<file path="src/rtl/sprite_compositor.sv">
// sprite_compositor
//   Two-stage pixel compositor for one player sprite and N_SPR enemy sprite
//   channels over a background, with player/enemy collision detection.
//
//   Stage 1 registers the colour inputs and blank_in, plus per-source opacity
//   flags. Stage 2 registers the composited pixel by strict priority:
//   blank, player, enemy sprite term, background. Input to output latency is
//   2 cycles, one pixel per cycle, no stalls.
//
//   Collisions are the stage-1 overlap of an opaque player with an opaque
//   enemy channel on a visible pixel while hit_en is high. They feed a
//   sticky hit flag and a per-frame accumulator. The accumulator is
//   summarised on every frame_start.
//
//   Build option: define SPRITE_COMPOSITOR_BLEND_EN to make the enemy sprite
//   term the OR of all opaque enemy colours. Without it, the lowest-index
//   opaque channel wins. Collision behaviour is the same in both builds.
//
// Ports
//   pixel_clk     in   clock, rising edge
//   rst           in   synchronous active-high reset
//   frame_start   in   one-cycle pulse at pixel (0,0)
//   blank_in      in   non-visible region
//   background    in   CW     background colour
//   player_color  in   CW     player sprite colour
//   sprite_color  in   N_SPR*CW  enemy colours, channel k at [k*CW +: CW]
//   hit_en        in   collision accumulation enable
//   hit_clear     in   clears the sticky hit flag
//   pixel_out     out  CW     composited colour
//   blank_out     out  blank_in aligned with pixel_out
//   hit           out  sticky collision flag
//   frame_hit     out  one-cycle pulse: previous frame had a collision
//   hit_mask      out  N_SPR  per-sprite collisions of the previous frame
//   hit_frames    out  16     saturating count of frames with a collision
module sprite_compositor #(
  parameter int              N_SPR       = 16,
  parameter int              CW          = 12,
  parameter logic [CW-1:0]   TRANSPARENT = '0
) (
  input  logic                  pixel_clk,
  input  logic                  rst,
  input  logic                  frame_start,
  input  logic                  blank_in,
  input  logic [CW-1:0]         background,
  input  logic [CW-1:0]         player_color,
  input  logic [N_SPR*CW-1:0]   sprite_color,
  input  logic                  hit_en,
  input  logic                  hit_clear,
  output logic [CW-1:0]         pixel_out,
  output logic                  blank_out,
  output logic                  hit,
  output logic                  frame_hit,
  output logic [N_SPR-1:0]      hit_mask,
  output logic [15:0]           hit_frames
);

  // stage 1
  logic [CW-1:0]        r_bg;
  logic [CW-1:0]        r_player;
  logic [N_SPR*CW-1:0]  r_spr;
  logic                 r_blank1;
  logic                 r_player_op;
  logic [N_SPR-1:0]     r_spr_op;

  // stage 2
  logic [CW-1:0]        r_pixel;
  logic                 r_blank2;

  // collision state
  logic [N_SPR-1:0]     r_acc;
  logic [N_SPR-1:0]     r_hit_mask;
  logic                 r_frame_hit;
  logic                 r_hit;
  logic [15:0]          r_hit_frames;

  logic [N_SPR-1:0]     w_spr_op_in;
  logic [CW-1:0]        w_spr_term;
  logic [CW-1:0]        w_pixel_next;
  logic [N_SPR-1:0]     w_coll;

  always_comb begin
    w_spr_op_in = '0;
    for (int k = 0; k < N_SPR; k++) begin
      w_spr_op_in[k] = (sprite_color[k*CW +: CW] != TRANSPARENT);
    end
  end

`ifdef SPRITE_COMPOSITOR_BLEND_EN
  // Additive blend: overlapping opaque sprites combine by bitwise OR.
  always_comb begin
    w_spr_term = '0;
    for (int k = 0; k < N_SPR; k++) begin
      if (r_spr_op[k]) w_spr_term = w_spr_term | r_spr[k*CW +: CW];
    end
  end
`else
  // Walk from the highest channel down so the lowest opaque index is the last
  // assignment and therefore wins.
  always_comb begin
    w_spr_term = '0;
    for (int k = N_SPR - 1; k >= 0; k--) begin
      if (r_spr_op[k]) w_spr_term = r_spr[k*CW +: CW];
    end
  end
`endif

  always_comb begin
    w_pixel_next = r_bg;
    if (r_blank1)          w_pixel_next = '0;
    else if (r_player_op)  w_pixel_next = r_player;
    else if (|r_spr_op)    w_pixel_next = w_spr_term;
  end

  assign w_coll = {N_SPR{hit_en & ~r_blank1 & r_player_op}} & r_spr_op;

  always_ff @(posedge pixel_clk) begin
    if (rst) begin
      r_bg        <= '0;
      r_player    <= '0;
      r_spr       <= '0;
      r_blank1    <= 1'b0;
      r_player_op <= 1'b0;
      r_spr_op    <= '0;
      r_pixel     <= '0;
      r_blank2    <= 1'b1;
    end else begin
      r_bg        <= background;
      r_player    <= player_color;
      r_spr       <= sprite_color;
      r_blank1    <= blank_in;
      r_player_op <= (player_color != TRANSPARENT);
      r_spr_op    <= w_spr_op_in;
      r_pixel     <= w_pixel_next;
      r_blank2    <= r_blank1;
    end
  end

  always_ff @(posedge pixel_clk) begin
    if (rst) begin
      r_acc        <= '0;
      r_hit_mask   <= '0;
      r_frame_hit  <= 1'b0;
      r_hit        <= 1'b0;
      r_hit_frames <= '0;
    end else begin
      if (frame_start) begin
        r_hit_mask  <= r_acc;
        r_frame_hit <= |r_acc;
        if (|r_acc && (r_hit_frames != 16'hFFFF)) r_hit_frames <= r_hit_frames + 16'd1;
        // Seed with this cycle's collisions so the boundary pixel is kept.
        r_acc       <= w_coll;
      end else begin
        r_frame_hit <= 1'b0;
        r_acc       <= r_acc | w_coll;
      end
      // A new collision takes precedence over a simultaneous clear.
      if (|w_coll)         r_hit <= 1'b1;
      else if (hit_clear)  r_hit <= 1'b0;
    end
  end

  assign pixel_out  = r_pixel;
  assign blank_out  = r_blank2;
  assign hit        = r_hit;
  assign frame_hit  = r_frame_hit;
  assign hit_mask   = r_hit_mask;
  assign hit_frames = r_hit_frames;

endmodule

</file>
<file path="config.mk">
export PLATFORM = sky130hd
export DESIGN_NAME = sprite_compositor
export DESIGN_NICKNAME = d
export VERILOG_FILES = /design/src/rtl/sprite_compositor.sv
export SDC_FILE = /design/constraint.sdc
export NUM_CORES = 1
export LEC_CHECK = 0
export BUFFER_PORTS_ARGS = -buffer_cell sky130_fd_sc_hd__buf_2
export CAP_MARGIN = 20
export CORE_ASPECT_RATIO = 1.2
export CORE_MARGIN = 1
export CORE_UTILIZATION = 53
export DETAILED_ROUTE_END_ITERATION = 10
export PLACE_DENSITY = 0.81
export SYNTH_ARGS = -nofsm -noshare
export SYNTH_HDL_FRONTEND = slang
export SYNTH_SLANG_ARGS = --single-unit
</file>
<file path="constraint.sdc">
create_clock -name pixel_clk -period 2.26 [get_ports pixel_clk]
set_clock_uncertainty 0.15 [all_clocks]
set_input_delay 0.339 -clock pixel_clk [delete_from_list [all_inputs] [get_ports pixel_clk]]
set_output_delay 0.339 -clock pixel_clk [all_outputs]
set_load 0.02 [all_outputs]
</file>
## After elaboration in Yosys (flattened, before gate mapping)

Index checks and enable logic that the tools add are counted.

| operators by class | value |
|---|---|
| reduce and logical (&&, ||, !) cells | 25 |
| eq/ne operators | 1 |
| bitwise operators | 6 |
| mux-type cells | 21 |
| add/subtract/negate cells | 1 |

Operator list:

| cell | count |
|---|---|
| 2-to-1 mux 12 bit | 18 |
| nonzero test 12 bit | 17 |
| OR reduction 16 bit | 3 |
| adder 16 x 1 -> 16 bit (second input constant) | 1 |
| AND 16 bit | 1 |
| 2-to-1 mux 16 bit | 1 |
| != test 16 bit (second input constant) | 1 |
| OR 16 bit | 1 |
| OR reduction 2 bit | 2 |
| AND 1 bit | 2 |
| 2-to-1 mux 1 bit | 2 |
| NOT 1 bit | 2 |
| AND reduction 2 bit | 1 |
| nonzero test 2 bit | 1 |
| logical AND 1 bit | 1 |

| word-level totals | value |
|---|---|
| register bits | 297 |
| logic and storage cells | 67 |

## Longest topological paths before layout

| logic depth | value |
|---|---|
| word-level depth | 18 |
| gate-level depth with buffers | 7 |
| mapped depth without buffers | 6 |

## Worst setup path before layout

Ideal clock, no wire load.

| timing path | value |
|---|---|
| kind | reg-to-reg |
| start point | register r_acc[7] |
| end point | register r_hit_frames[13] (netlist: hit_frames[13]) |
| path buffers | 1 |
| data arrival time | 1796 ps |
| required time | 1982 ps |
| clock period less this slack | 2074 ps |
| stages on the path, launching flop included | 7 |
| setup time | 128 ps |
| setup slack | 186 ps |
| cell sequence | dfxtp_1 or4_4 o41ai_4 buf_6 nor4_2 xnor2_1 nor2_1 |

| on the way | value |
|---|---|
| cells in the longest elaborated chain, start to end | 3 |

RTL lines:

| what | RTL line | RTL |
|---|---|---|
| from (decl) | 70 | `logic [N_SPR-1:0] r_acc;` |
| from (signal assigned) | 151 | `r_acc <= w_coll;` |
| from (signal assigned) | 154 | `r_acc <= r_acc \| w_coll;` |
| OR reduction 16 bit | 149 | `if (\|r_acc && (r_hit_frames != 16'hFFFF)) r_hit_frames <= r_hit_frames + 16'd1;` |
| logical AND 1 bit | 149 |  |
| AND reduction 2 bit (no source line) | -- |  |
| to (signal assigned) | 149 |  |
| to (decl) | 74 | `logic [15:0] r_hit_frames;` |

Every way passes these cells.
A chain may end at the register's enable or synchronous reset.

## Final worst setup path

| timing path | value |
|---|---|
| start point | register r_spr_op[4] |
| end point | register r_pixel[9] (netlist: pixel_out[9]) |

| on the way | value |
|---|---|
| cells in the longest elaborated chain, start to end | 7 |
| elaborated cells on any way between the ends | 8 |

RTL lines:

| what | RTL line | RTL |
|---|---|---|
| from (decl) | 63 | `logic [N_SPR-1:0] r_spr_op;` |
| from (signal assigned) | 132 | `r_spr_op <= w_spr_op_in;` |
| 2-to-1 mux 12 bit (5 in a row) | 102 | `if (r_spr_op[k]) w_spr_term = r_spr[k*CW +: CW];` |
| 2-to-1 mux 12 bit (*) | 111 | `else if (\|r_spr_op) w_pixel_next = w_spr_term;` |
| 2-to-1 mux 12 bit (*) | 110 | `else if (r_player_op) w_pixel_next = r_player;` |
| to (signal assigned) | 133 | `r_pixel <= w_pixel_next;` |
| to (decl) | 66 | `logic [CW-1:0] r_pixel;` |

Mark *: on every way between the ends. The rest lies on a longest branch, timed or not.

==> results.toml <==
[drt]
wl_per_cell_um = 22.7
ant_nets = 0
wl_met1_mm = 14.6
drc = 0
drt_iter0_markers = 1209
totalWireLength_mm = 41.7
first_pass_iters = 6
met3_length_mm = 3.72
vias = 10939
wl_met2_mm = 19.9
routed.top_layer = "met5"
viasPerCell = 5.95

[cells_and_area]
drive_gt1_frac = 0.244
nFillCells = 1137
area_growth_pct = 45.6
nets = 1775
layout_commonest_cell = "dfxtp_1"
final_cell_mix = "dfxtp_1 (295), buf_2 (267), nor2b_1 (248), dlygate4sd3_1 (220), a21oi_1 (75)"

[setup_path]
r2r_slack_ps = -20
r2r-start = "r_spr_op[4]"
rr_worst_depth = 5
crit_path_end_kind = "flop"
worstPathMaxFanout = 10
start_kind = "flop"
crit_required_ps = 2550
timing.rr.end = "pixel_out[9]"
crit_type = "reg2reg"
crit_arrival_ps = 2580

[synth]
syn-cell-area_mm2 = 0.0108
ys_types = 53
syn_nets = 1293
avgSynthCellArea_um2 = 10.1
ys_seq_elements = 297
yosysSeqAreaShare = 0.552
synthFlopType = "dfxtp_1"
synth_edf_count = 0
syn_inst = 1070
yosysWarnings = 0
ys_async_sr_fraction = 0

[die]
row_count = 56
die_area_mm2 = 0.0209
start_util = 0.545
ios = 269
die_h_um = 158
die_w_um = 132
core_area_mm2 = 0.0198

[clocking]
cts.path.max_buffers = 3
cts-buffers-inserted = 27
post_cts_buffers = 0
root_buffer = "clkbuf_16"
clk_pin_slew_ps = 70
cts_tree = "yes"
h-tree-depth = 1
clock-sinks = 297
clock_latency_ps = 530

[timing]
fin_ws_ps = -22.8
final-max-slew-violation-count = 0
setup_viol = 1
post-route-period-util = 1.01
max_freq_ghz = 0.438
period_needed_ps = 2280
maxSlewHeadroom = 0.436
tightest_slew_ps = 845
fin_tns_setup_ps = -22.8
hold_viol = 0

[placed_design]
place_hpwl_mm = 23.6
port_buffers = 268
place.gp.congestion = 0.937
dp_slack_ps = -71.3

[worst_hold_path]
whs_endpoint = "pixel_out[10]"
min_path_cells = 4
min-delay-path-class = "in2reg"
min-delay-start = "rst"

[grt]
grt-ovfl-total = 0
antenna_found_initial = 4
grt_pass1_vias = 11089
grt_first_pass_wirelength_mm = 62.6
grt_usage = 0.396
grt_max_degree = 166

[power]
leakage_uw = 0.00655
powerDensity_mw_per_mm2 = 765
max-vdd-ir-drop_uv = 620

[status]
status = "complete, but fails checks"
violations = "setup timing"

[job]
max_cap_viol_count = 0
[power breakdown]
| part | switching (uW) | internal [uW] | total (uW) |
|---|---|---|---|
| clock | 1990 | 2940 | 4940 |
| combinational | 691 | 713 | 1400 |
| sequential | 166 | 5500 | 5660 |
[layer usage]
layer  up-vias  GRT usage
li1       4749          -
met1      5022      0.436
met2       871      0.675
met3       293     0.0861
met4         4      0.298
met5         -          0
[worst max path at each step]
stage,startpoint,end,cells after the start
floorplan,r_acc[7],hit_frames[13],6
global placement,r_spr_op[13],pixel_out[6],6
detailed placement,r_spr_op[13],pixel_out[6],6
global route,r_spr_op[4],pixel_out[9],5
finish,r_spr_op[4],pixel_out[9],5
CTS,r_spr_op[3],pixel_out[9],5
[registers in the layout (all words and copies together) (netlist names)]
register / count
frame_hit: 1
pixel_out: 12
r_spr: 192
hit: 1
hit_mask: 16
hit_frames: 16
r_spr_op: 16
r_acc: 16
blank_out: 1
r_bg: 12
r_blank1: 1
r_player_op: 1
r_player: 12
[Yosys cell counts, drive strengths merged, types with 8 or more instances]
master / count / area [um2]
dfxtp: 297 / 5950
mux2i: 16 / 160
o21ai: 14 / 70.1
nand3b: 9 / 67.6
o221ai: 21 / 184
a22oi: 10 / 75.1
a211o: 10 / 87.6
xnor2: 12 / 113
buf: 8 / 37.5
a221oi: 16 / 140
inv: 24 / 90.1
nor2b: 249 / 1560
nor2: 54 / 205
a211oi: 11 / 82.6
a21oi: 76 / 384
o31ai: 9 / 67.6
nor4: 64 / 428
a221o: 23 / 230
clkbuf: 64 / 240
a31oi: 17 / 106
[cell type report]
cell class                      instances  area (um2)  share of cell area
Tap cell                              261         327              0.0208
Timing Repair Buffer                  525        3870               0.247
Clock inverter                          8         140             0.00893
Multi-Input combinational cell        676        4480               0.286
Sequential cell                       297        5950               0.379
Clock buffer                           41         818              0.0522
Antenna cell                            4        10.0            0.000638
Inverter                               25        93.8             0.00598
[worst max-delay path, stage by stage, from the launching register on]
cell	delay [ps]
dfxtp_1	400
nor2_2	440
o221ai_1	320
a211oi_1	470
o31ai_1	220
a21oi_1	200
[cells by family after synthesis]
logic type / synth area share
flip-flops: 0.552
adder cells (fa/ha/maj): 0.00116
buffers and inverters: 0.0345
multiplexers: 0.0170
XOR/XNOR: 0.0105
AO/OA/AOI/OAI: 0.145
AND/OR/NAND/NOR: 0.240
[metrics by stage]
stage	cells	total power, uW	utilization	hold WS [ps]	cell area (um2)
after floorplan	1070	6240	-	314	10800
after global placement	1564	6740	0.632	308	12500
after detailed placement	1564	6760	0.632	329	12500
after CTS	1833	11800	0.792	45.7	15700
after global routing	1834	12300	0.794	70.9	15700
final	1837	12000	0.794	59.6	15700
[what timing repair did]
action | CTS | global route
endpoints found under the setup margin | 3 | 10
pin swaps | 0 | 0
gates resized for setup | 1 | 7
hold endpoints to repair | 227 | 0
hold buffers | 220 | 0
(Power assumes the default switching activity.)
